$ cat src/rtl/aes_key_expand_serial.sv
// Byte-serial AES-128 key schedule feeding the round-key XOR stage.
// Keeps the cipher key so the schedule can be rewound without a reload.
module aes_key_expand_serial #(
    parameter int NUM_ROUNDS = 10
) (
    input  logic       clk,
    input  logic       rst_n,
    input  logic       load_valid,
    input  logic [7:0] load_byte,
    input  logic       next_req,
    input  logic       restart,
    output logic [7:0] key_out,
    output logic       key_valid,
    output logic       key_last,
    output logic [3:0] round,
    output logic       ready,
    output logic       done
);

    typedef enum logic [2:0] {
        NOKEY,
        LOAD,
        READY,
        EMIT,
        DONE
    } state_t;

    localparam logic [2047:0] SBOX = {
        128'h637c777bf26b6fc53001672bfed7ab76,
        128'hca82c97dfa5947f0add4a2af9ca472c0,
        128'hb7fd9326363ff7cc34a5e5f171d83115,
        128'h04c723c31896059a071280e2eb27b275,
        128'h09832c1a1b6e5aa0523bd6b329e32f84,
        128'h53d100ed20fcb15b6acbbe394a4c58cf,
        128'hd0efaafb434d338545f9027f503c9fa8,
        128'h51a3408f929d38f5bcb6da2110fff3d2,
        128'hcd0c13ec5f974417c4a77e3d645d1973,
        128'h60814fdc222a908846eeb814de5e0bdb,
        128'he0323a0a4906245cc2d3ac629195e479,
        128'he7c8376d8dd54ea96c56f4ea657aae08,
        128'hba78252e1ca6b4c6e8dd741f4bbd8b8a,
        128'h703eb5664803f60e613557b986c11d9e,
        128'he1f8981169d98e949b1e87e9ce5528df,
        128'h8ca1890dbfe6426841992d0fb054bb16
    };

    function automatic logic [7:0] sbox(input logic [7:0] x);
        // entry x sits at bit 2047-8x, which is {~x, 3'b111}
        sbox = SBOX[{~x, 3'b111} -: 8];
    endfunction

    function automatic logic [7:0] rcon(input logic [3:0] n);
        unique case (n)
            4'd1:    rcon = 8'h01;
            4'd2:    rcon = 8'h02;
            4'd3:    rcon = 8'h04;
            4'd4:    rcon = 8'h08;
            4'd5:    rcon = 8'h10;
            4'd6:    rcon = 8'h20;
            4'd7:    rcon = 8'h40;
            4'd8:    rcon = 8'h80;
            4'd9:    rcon = 8'h1b;
            4'd10:   rcon = 8'h36;
            default: rcon = 8'h00;
        endcase
    endfunction

    state_t     state;
    state_t     state_nxt;
    logic [7:0] work   [16];
    logic [7:0] cipher [16];
    logic [3:0] lidx;
    logic [3:0] idx;
    logic [3:0] nrnd;

    logic       do_restart;
    logic       do_lstart;
    logic       do_lnext;
    logic       do_start;
    logic       do_emit;
    logic       do_finish;

    logic [7:0] rot;
    logic [7:0] mix;
    logic [7:0] nb;

    always_ff @(posedge clk or negedge rst_n) begin
        if (!rst_n) state <= NOKEY;
        else        state <= state_nxt;
    end

    always_comb begin
        state_nxt  = state;
        do_restart = 1'b0;
        do_lstart  = 1'b0;
        do_lnext   = 1'b0;
        do_start   = 1'b0;
        do_emit    = 1'b0;
        do_finish  = 1'b0;
        unique case (state)
            NOKEY: begin
                if (load_valid) begin
                    do_lstart = 1'b1;
                    state_nxt = LOAD;
                end
            end
            LOAD: begin
                if (load_valid) begin
                    do_lnext = 1'b1;
                    if (lidx == 4'd15) state_nxt = READY;
                end
            end
            READY: begin
                if (restart) begin
                    do_restart = 1'b1;
                end else if (load_valid) begin
                    do_lstart = 1'b1;
                    state_nxt = LOAD;
                end else if (next_req) begin
                    do_start  = 1'b1;
                    state_nxt = EMIT;
                end
            end
            EMIT: begin
                if (restart) begin
                    do_restart = 1'b1;
                    state_nxt  = READY;
                end else if (key_last) begin
                    do_finish = 1'b1;
                    state_nxt = (round == NUM_ROUNDS[3:0]) ? DONE : READY;
                end else begin
                    do_emit = 1'b1;
                end
            end
            DONE: begin
                if (restart) begin
                    do_restart = 1'b1;
                    state_nxt  = READY;
                end else if (load_valid) begin
                    do_lstart = 1'b1;
                    state_nxt = LOAD;
                end
            end
            default: state_nxt = NOKEY;
        endcase
    end

    // Working key is updated in place: bytes 12..15 of the previous
    // round survive until after bytes 0..3 have consumed them.
    always_comb begin
        rot = work[{2'b11, idx[1:0] + 2'd1}];
        if (idx < 4'd4) begin
            mix = sbox(rot);
            if (idx == 4'd0) mix = mix ^ rcon(nrnd);
        end else begin
            mix = work[idx - 4'd4];
        end
        nb = (nrnd == 4'd0) ? work[idx] : (work[idx] ^ mix);
    end

    always_ff @(posedge clk or negedge rst_n) begin
        if (!rst_n) begin
            for (int i = 0; i < 16; i++) begin
                work[i]   <= 8'h00;
                cipher[i] <= 8'h00;
            end
            lidx      <= 4'd0;
            idx       <= 4'd0;
            nrnd      <= 4'd0;
            round     <= 4'd0;
            key_out   <= 8'h00;
            key_valid <= 1'b0;
            key_last  <= 1'b0;
        end else if (do_restart) begin
            for (int i = 0; i < 16; i++) work[i] <= cipher[i];
            idx       <= 4'd0;
            nrnd      <= 4'd0;
            round     <= 4'd0;
            key_out   <= 8'h00;
            key_valid <= 1'b0;
            key_last  <= 1'b0;
        end else if (do_lstart) begin
            cipher[0] <= load_byte;
            work[0]   <= load_byte;
            lidx      <= 4'd1;
            idx       <= 4'd0;
            nrnd      <= 4'd0;
            round     <= 4'd0;
        end else if (do_lnext) begin
            cipher[lidx] <= load_byte;
            work[lidx]   <= load_byte;
            lidx         <= lidx + 4'd1;
        end else if (do_start || do_emit) begin
            work[idx] <= nb;
            key_out   <= nb;
            key_valid <= 1'b1;
            key_last  <= (idx == 4'd15);
            idx       <= idx + 4'd1;
            if (do_start) round <= nrnd;
        end else if (do_finish) begin
            key_out   <= 8'h00;
            key_valid <= 1'b0;
            key_last  <= 1'b0;
            nrnd      <= nrnd + 4'd1;
        end
    end

    assign ready = (state == READY);
    assign done  = (state == DONE);

endmodule

$ cat config.mk
export PLATFORM = sky130hd
export DESIGN_NAME = aes_key_expand_serial
export DESIGN_NICKNAME = d
export VERILOG_FILES = /design/src/rtl/aes_key_expand_serial.sv
export SDC_FILE = /design/constraint.sdc
export NUM_CORES = 1
export LEC_CHECK = 0
export CORE_ASPECT_RATIO = 1.1
export CORE_MARGIN = 2
export CORE_UTILIZATION = 28
export DETAILED_ROUTE_END_ITERATION = 12
export PLACE_DENSITY = 0.43
export SYNTH_ARGS = -nofsm -noshare
export SYNTH_HDL_FRONTEND = slang
export SYNTH_SLANG_ARGS = --single-unit
$ cat constraint.sdc
create_clock -name clk -period 11.57 [get_ports clk]
set_clock_uncertainty 0.1 [all_clocks]
set_input_delay 1.157 -clock clk [delete_from_list [all_inputs] [get_ports clk]]
set_output_delay 1.157 -clock clk [all_outputs]
set_load 0.02 [all_outputs]
==> results of run 1 <==
==> final cells by class <==
type                    instances  share of cell area, %
inverters                      28                  0.508
well taps                     858                   5.19
flip-flops and latches        285                   34.5
repair buffers                 78                   3.26
multi-input cells            1442                   52.0
clock inverters                 9                  0.278
clock buffers                  47                   4.24
==> synthesized netlist by cell type, drive strengths merged (8+ instances only) <==
library cell / number
o22ai: 21
o211ai: 19
a221o: 22
and3: 38
a221oi: 45
a22o: 21
a2111oi: 10
a32oi: 8
a222oi: 45
o21ai: 147
and2: 20
xor2: 12
or3: 13
a22oi: 11
nand2b: 32
xnor2: 11
mux2: 125
or2: 11
o31ai: 14
a21oi: 95
nor2: 131
dfrtp: 285
a31oi: 38
a21o: 17
inv: 28
a211oi: 21
mux2i: 29
clkbuf: 129
nand3: 64
nand4: 9
ha: 33
buf: 58
nor2b: 19
nor3: 29
nand2: 157
o311ai: 10
mux4: 57
==> kinds of logic after synthesis <==
logic type | synth area share (%)
AO/OA/AOI/OAI | 23.4
adder cells (fa/ha/maj) | 2.25
XOR/XNOR | 1.15
flip-flops | 38.0
buffers and inverters | 5.03
AND/OR/NAND/NOR | 14.2
multiplexers | 16.0
==> critical path, delay by kind of cell (launching register included) <==
| family | cells | cell delay, ps |
|---|---|---|
| xor+xnor | 1 | 300 |
| flops | 1 | 860 |
| mux | 3 | 970 |
| fa+ha+maj | 1 | 420 |
| simple gates | 3 | 1220 |
| compound gates | 4 | 1150 |
| buf+inv | 4 | 1660 |
==> per-layer routing <==
layer | vias up | GRT usage (%) | wire length (um)
met1 | 8823 | 29.9 | 33700
met2 | 785 | 40.0 | 39600
li1 | 7327 | - | -
met5 | - | 0 | 0
met3 | 204 | 2.12 | 4650
met4 | 0 | 10.7 | 4080
==> flip-flops by register name, indices dropped and copies added, names as in the netlist <==
name	count
key_last	1
round	4
key_out	8
cipher	128
idx	4
state	3
key_valid	1
work	128
nrnd	4
lidx	4
==> power groups by stage <==
stage / Sequential (uW) / Clock, uW / Combinational, uW
after floorplan: 1330 / 0 / 1920
after global placement: 1420 / 0 / 3110
after detailed placement: 1420 / 0 / 3070
after CTS: 1400 / 973 / 3080
after global routing: 1430 / 1010 / 3300
final: 1410 / 951 / 3140
==> how the worst max path moves through the flow <==
stage	start	to	slack, ps	cells past startpoint
2_1_floorplan	idx[1]$_DFFE_PN0P_	work[1]$_DFFE_PN0P_	5230	23
3_3_place_gp	idx[0]$_DFFE_PN0P_	key_out[7]$_DFFE_PN0P_	4890	16
3_5_place_dp	idx[0]$_DFFE_PN0P_	work[125]$_DFFE_PN0P_	4800	16
4_1_cts	idx[0]$_DFFE_PN0P_	work[125]$_DFFE_PN0P_	4790	16
5_1_grt	idx[0]$_DFFE_PN0P_	work[73]$_DFFE_PN0P_	4330	17
6_report	idx[0]$_DFFE_PN0P_	work[127]$_DFFE_PN0P_	4650	16
==> metrics by stage <==
stage          cells  hold slack [ps]  utilization, %
3_5_place_dp    2691              370            29.7
2_1_floorplan   1942              347               -
6_report        2747              385            31.1
3_3_place_gp    2691              364            29.7
5_1_grt         2747              414            31.1
4_1_cts         2747              385            31.1
==> flow_metrics.tcl, run 1 <==
set metrics [dict create \
    cts_tree "built" \
    crit_path_start_kind "flip-flop" \
    grt_start_max_net_pins 160 \
    crit-reg2reg-capture "work[127]$_DFFE_PN0P_" \
    drt_iter0_markers 2096 \
    ys_warn_count 0 \
    vias 17100 \
    crit_chain "inv_2, ha_1, mux2_4, mux2i_4, buf_4, inv_2, buf_4, nand2_1, nor2_1, a2111oi_0, a2111oi_0, o2bb2ai_1, xor2_1, mux2i_2, nor2_2, o21ai_0" \
    crit_arrival_ps 7330 \
    stdcell_area_um2 20700 \
    finalCriticalPeriod_ps 6920 \
    ir_drop_v 0.000153 \
    synth_seq_area_share_pct 38.0 \
    row_count 99 \
    gp_congestion 0.984 \
    ys_types 87 \
    internal-power_uw 2730 \
    antenna_found_initial 0 \
    syn_avg_cell_area_um2 9.68 \
    cp_max_fo 79 \
    yosysTopAreaCell "dfrtp_1" \
    synth_edf_count 0 \
    max_freq_mhz 145 \
    syn_inst 1942 \
    slew_headroom_pct 22.4 \
    reg2reg_depth 16 \
    tightest_slew_ps 1150 \
    cts_setup_buffers 0 \
    min_to "key_valid$_DFFE_PN0P_" \
    p_per_area_nw_per_um2 266 \
    hold_start "key_valid$_DFFE_PN0P_" \
    via_per_inst 6.24 \
    cts_resized 0 \
    clk_latency_ps 600 \
    power_frac_comb_pct 57.1 \
    syn_to_final_growth_pct 10.1 \
    cts-root-buf "clkbuf_16" \
    firstDrtPassIters 7 \
    final_cell_mix "284 x dfrtp_1, 157 x nand2_1, 131 x o21ai_0" \
    die_h_um 276 \
    numClockSinks 285 \
    clockPowerShare_pct 17.3 \
    switching_power_uw 2770 \
    ys_seq_elements 285 \
    multi_input_area_um2 10800 \
    drive_above_1_share_pct 16.5 \
    finalCritPeriodShare_pct 59.8 \
    maxSlewViolCount 0 \
    dieWidth_um 251 \
    drtAntennaViolNets 0 \
    cts.path.max_buffers 3 \
    drc 0 \
    status "complete, no violations" \
    dp_hpwl_um 55300 \
    worst_slack_ps 4650 \
    async_reset_ff_share_pct 100 \
    pwr-share-seq_pct 25.6 \
    io_pins 29 \
    hold_depth 2 \
    cts.clk_slew.worst_paths_ps 60 \
    dieArea_um2 69200 \
    core_um2 66400 \
    routed_wl_um 82100 \
    cts_buffers 31 \
    crit_slowest_cell "dfrtp_2" \
    tns_ps 0 \
    initial_core_util_pct 28.3 \
    grt_pass1_vias 16800 \
    n_antenna_cell 0 \
    end_kind "flip-flop" \
    synth_ff_type "dfrtp_1" \
    leakagePower_uw 0.00844 \
    grt_pass1_wl_um 120000 \
    numPortBuffers 28 \
    cts_hold_buf 0 \
    placed_area_um2 19700 \
    final_common_cell "dfrtp_1" \
    critPathMaxStageDelay_ps 860 \
    crit_required_ps 11980 \
    grt_overflow 0 \
    hold_viol_final 0 \
    finalPower_uw 5500 \
    hold_path.class "reg2reg" \
    htree_levels 1 \
    reg2reg_slack_ps 4650 \
    r2r_start "idx[0]$_DFFE_PN0P_" \
    finalSetupViolations 0 \
    synth.top_cells.by_area "dfrtp_1 38%, mux2_2 7.4%, mux4_2 6.8%" \
    pre_cts_ws_ps 4800 \
    seq_area_um2 7130 \
    grtUsageTotal_pct 23.3 \
    path_class "reg2reg" \
    syn_nets 1988 \
    rsz0062_at_grt "no" \
    synth_area_um2 18800 \
    synth_top_area_share_pct 38.0 \
    maxCapViolCount 0 \
    p_sw_share_pct 50.4 \
    nNetsFinal 1912 \
    nFillCells 6944 \
    post_drt_wl_per_cell_um 29.9 \
]
(Power assumes the default switching activity.)
==> run 2, diff against run 1 <==
Clock period 11.57 ns to 7.14 ns, I/O delays scaled along.
==> flow_metrics.tcl, run 2 (synthesis gave the netlist of run 1 again) <==
set metrics [dict create \
    status "complete, no violations" \
    crit_top_cell "inv_1" \
    finalCriticalPeriod_ps 6590 \
    tightest_slew_ps 1290 \
    hold_path.class "in2async" \
    cts_hold_buf 0 \
    grt_start_max_net_pins 157 \
    vias 17000 \
    power_frac_comb_pct 57.1 \
    crit_chain "inv_2, ha_1, mux4_2, inv_1, ha_1, inv_1, nor2_1, o21a_1, o32ai_1, nor4_1, inv_1, o21ai_0, nand3_1, and2_1, o21ai_1" \
    n_antenna_cell 0 \
    grt_pass1_vias 16900 \
    end_kind "flip-flop" \
    initial_core_util_pct 28.3 \
    cts-root-buf "clkbuf_16" \
    die_h_um 276 \
    crit-reg2reg-capture "work[96]$_DFFE_PN0P_" \
    crit_slowest_cell "ha_1" \
    reg.largest.list "cipher: 128 flops, work: 128 flops, key_out: 8 flops" \
    worst_slack_ps 551 \
    dieWidth_um 251 \
    clockPowerShare_pct 18.0 \
    final_common_cell "dfrtp_1" \
    dieArea_um2 69200 \
    reg2reg_slack_ps 550 \
    finalSetupViolations 0 \
    via_per_inst 6.19 \
    switching_power_uw 4500 \
    syn_to_final_growth_pct 10.8 \
    clk_latency_ps 580 \
    pwr-share-seq_pct 24.9 \
    nNetsFinal 1921 \
    final_cell_mix "284 x dfrtp_1, 157 x nand2_1, 131 x o21ai_0" \
    core_um2 66400 \
    crit_path_start_kind "flip-flop" \
    drtAntennaViolNets 0 \
    r2r_start "idx[0]$_DFFE_PN0P_" \
    p_sw_share_pct 49.6 \
    rsz0062_at_grt "no" \
    maxCapViolCount 0 \
    grt_overflow 0 \
    reg2reg_depth 15 \
    slew_headroom_pct 13.5 \
    ir_drop_v 0.000217 \
    cts.clk_slew.worst_paths_ps 60 \
    drc 0 \
    routed_wl_um 82400 \
    finalPower_uw 9060 \
    pre_cts_ws_ps 753 \
    antenna_found_initial 1 \
    critical-path-top-delay-family "simple AND/OR/NAND/NOR gates" \
    finalCritPeriodShare_pct 92.3 \
    cp_max_fo 17 \
    grtUsageTotal_pct 23.5 \
    internal-power_uw 4570 \
    max_freq_mhz 152 \
    dp_hpwl_um 55900 \
    crit_buf_inv 4 \
    firstDrtPassIters 9 \
    grt_pass1_wl_um 121000 \
    drive_above_1_share_pct 17.1 \
    tns_ps 0 \
    cts_buffers 31 \
    nFillCells 6869 \
    critPathMaxStageDelay_ps 770 \
    cts_resized 0 \
    numClockSinks 285 \
    htree_levels 1 \
    path_class "reg2reg" \
    cts_tree "built" \
    cts.path.max_buffers 3 \
    maxSlewViolCount 0 \
    drt_iter0_markers 1867 \
    leakagePower_uw 0.00853 \
    gp_congestion 0.986 \
    numPortBuffers 28 \
    post_drt_wl_per_cell_um 29.9 \
    hold_viol_final 0 \
    crit_arrival_ps 6980 \
    p_per_area_nw_per_um2 435 \
    crit_required_ps 7530 \
    cts_setup_buffers 0 \
    row_count 99 \
    io_pins 29 \
]
run 2: power groups by stage:
stage	Sequential, uW	Clock, uW	Combinational [uW]
global placement	2270	0	5090
CTS	2260	1670	5070
finish	2260	1630	5180
global route	2290	1730	5440
detailed placement	2280	0	5050
floorplan	2150	0	3120
run 2: area by class of cell:
cell class	instances	area, um2	area share [%]
Sequential cell	285	7130	34.2
Inverter	28	105	0.505
Clock buffer	45	908	4.36
Clock inverter	7	91.3	0.439
Multi-Input combinational cell	1442	10800	51.7
Tap cell	858	1070	5.15
Timing Repair Buffer	87	753	3.62
run 2: metal layers:
metal  GRT usage [%]  part of all wire (%)
met3            2.59                   5.8
met4            9.77                   4.4
met1            29.7                    41
met5               0                     0
met2            40.8                    49
run 2: worst max path at each step:
stage                                  start               endpoint  depth (start not counted)  slack (ps)
after floorplan           idx[1]$_DFFE_PN0P_    work[1]$_DFFE_PN0P_                         23         800
after global placement    idx[0]$_DFFE_PN0P_   work[94]$_DFFE_PN0P_                         14         760
after detailed placement  idx[0]$_DFFE_PN0P_  work[110]$_DFFE_PN0P_                         14         750
after CTS                 idx[0]$_DFFE_PN0P_  work[110]$_DFFE_PN0P_                         14         710
after global routing      idx[0]$_DFFE_PN0P_  work[112]$_DFFE_PN0P_                         15         360
final                     idx[0]$_DFFE_PN0P_   work[96]$_DFFE_PN0P_                         15         550
run 2: through the flow:
step	util, %	hold slack (ps)	cells	instance area (um2)
2_1_floorplan	-	318	1942	18800
3_3_place_gp	29.8	366	2699	19800
3_5_place_dp	29.9	373	2700	19800
4_1_cts	31.4	228	2752	20800
5_1_grt	31.4	264	2752	20800
6_report	31.4	193	2752	20800
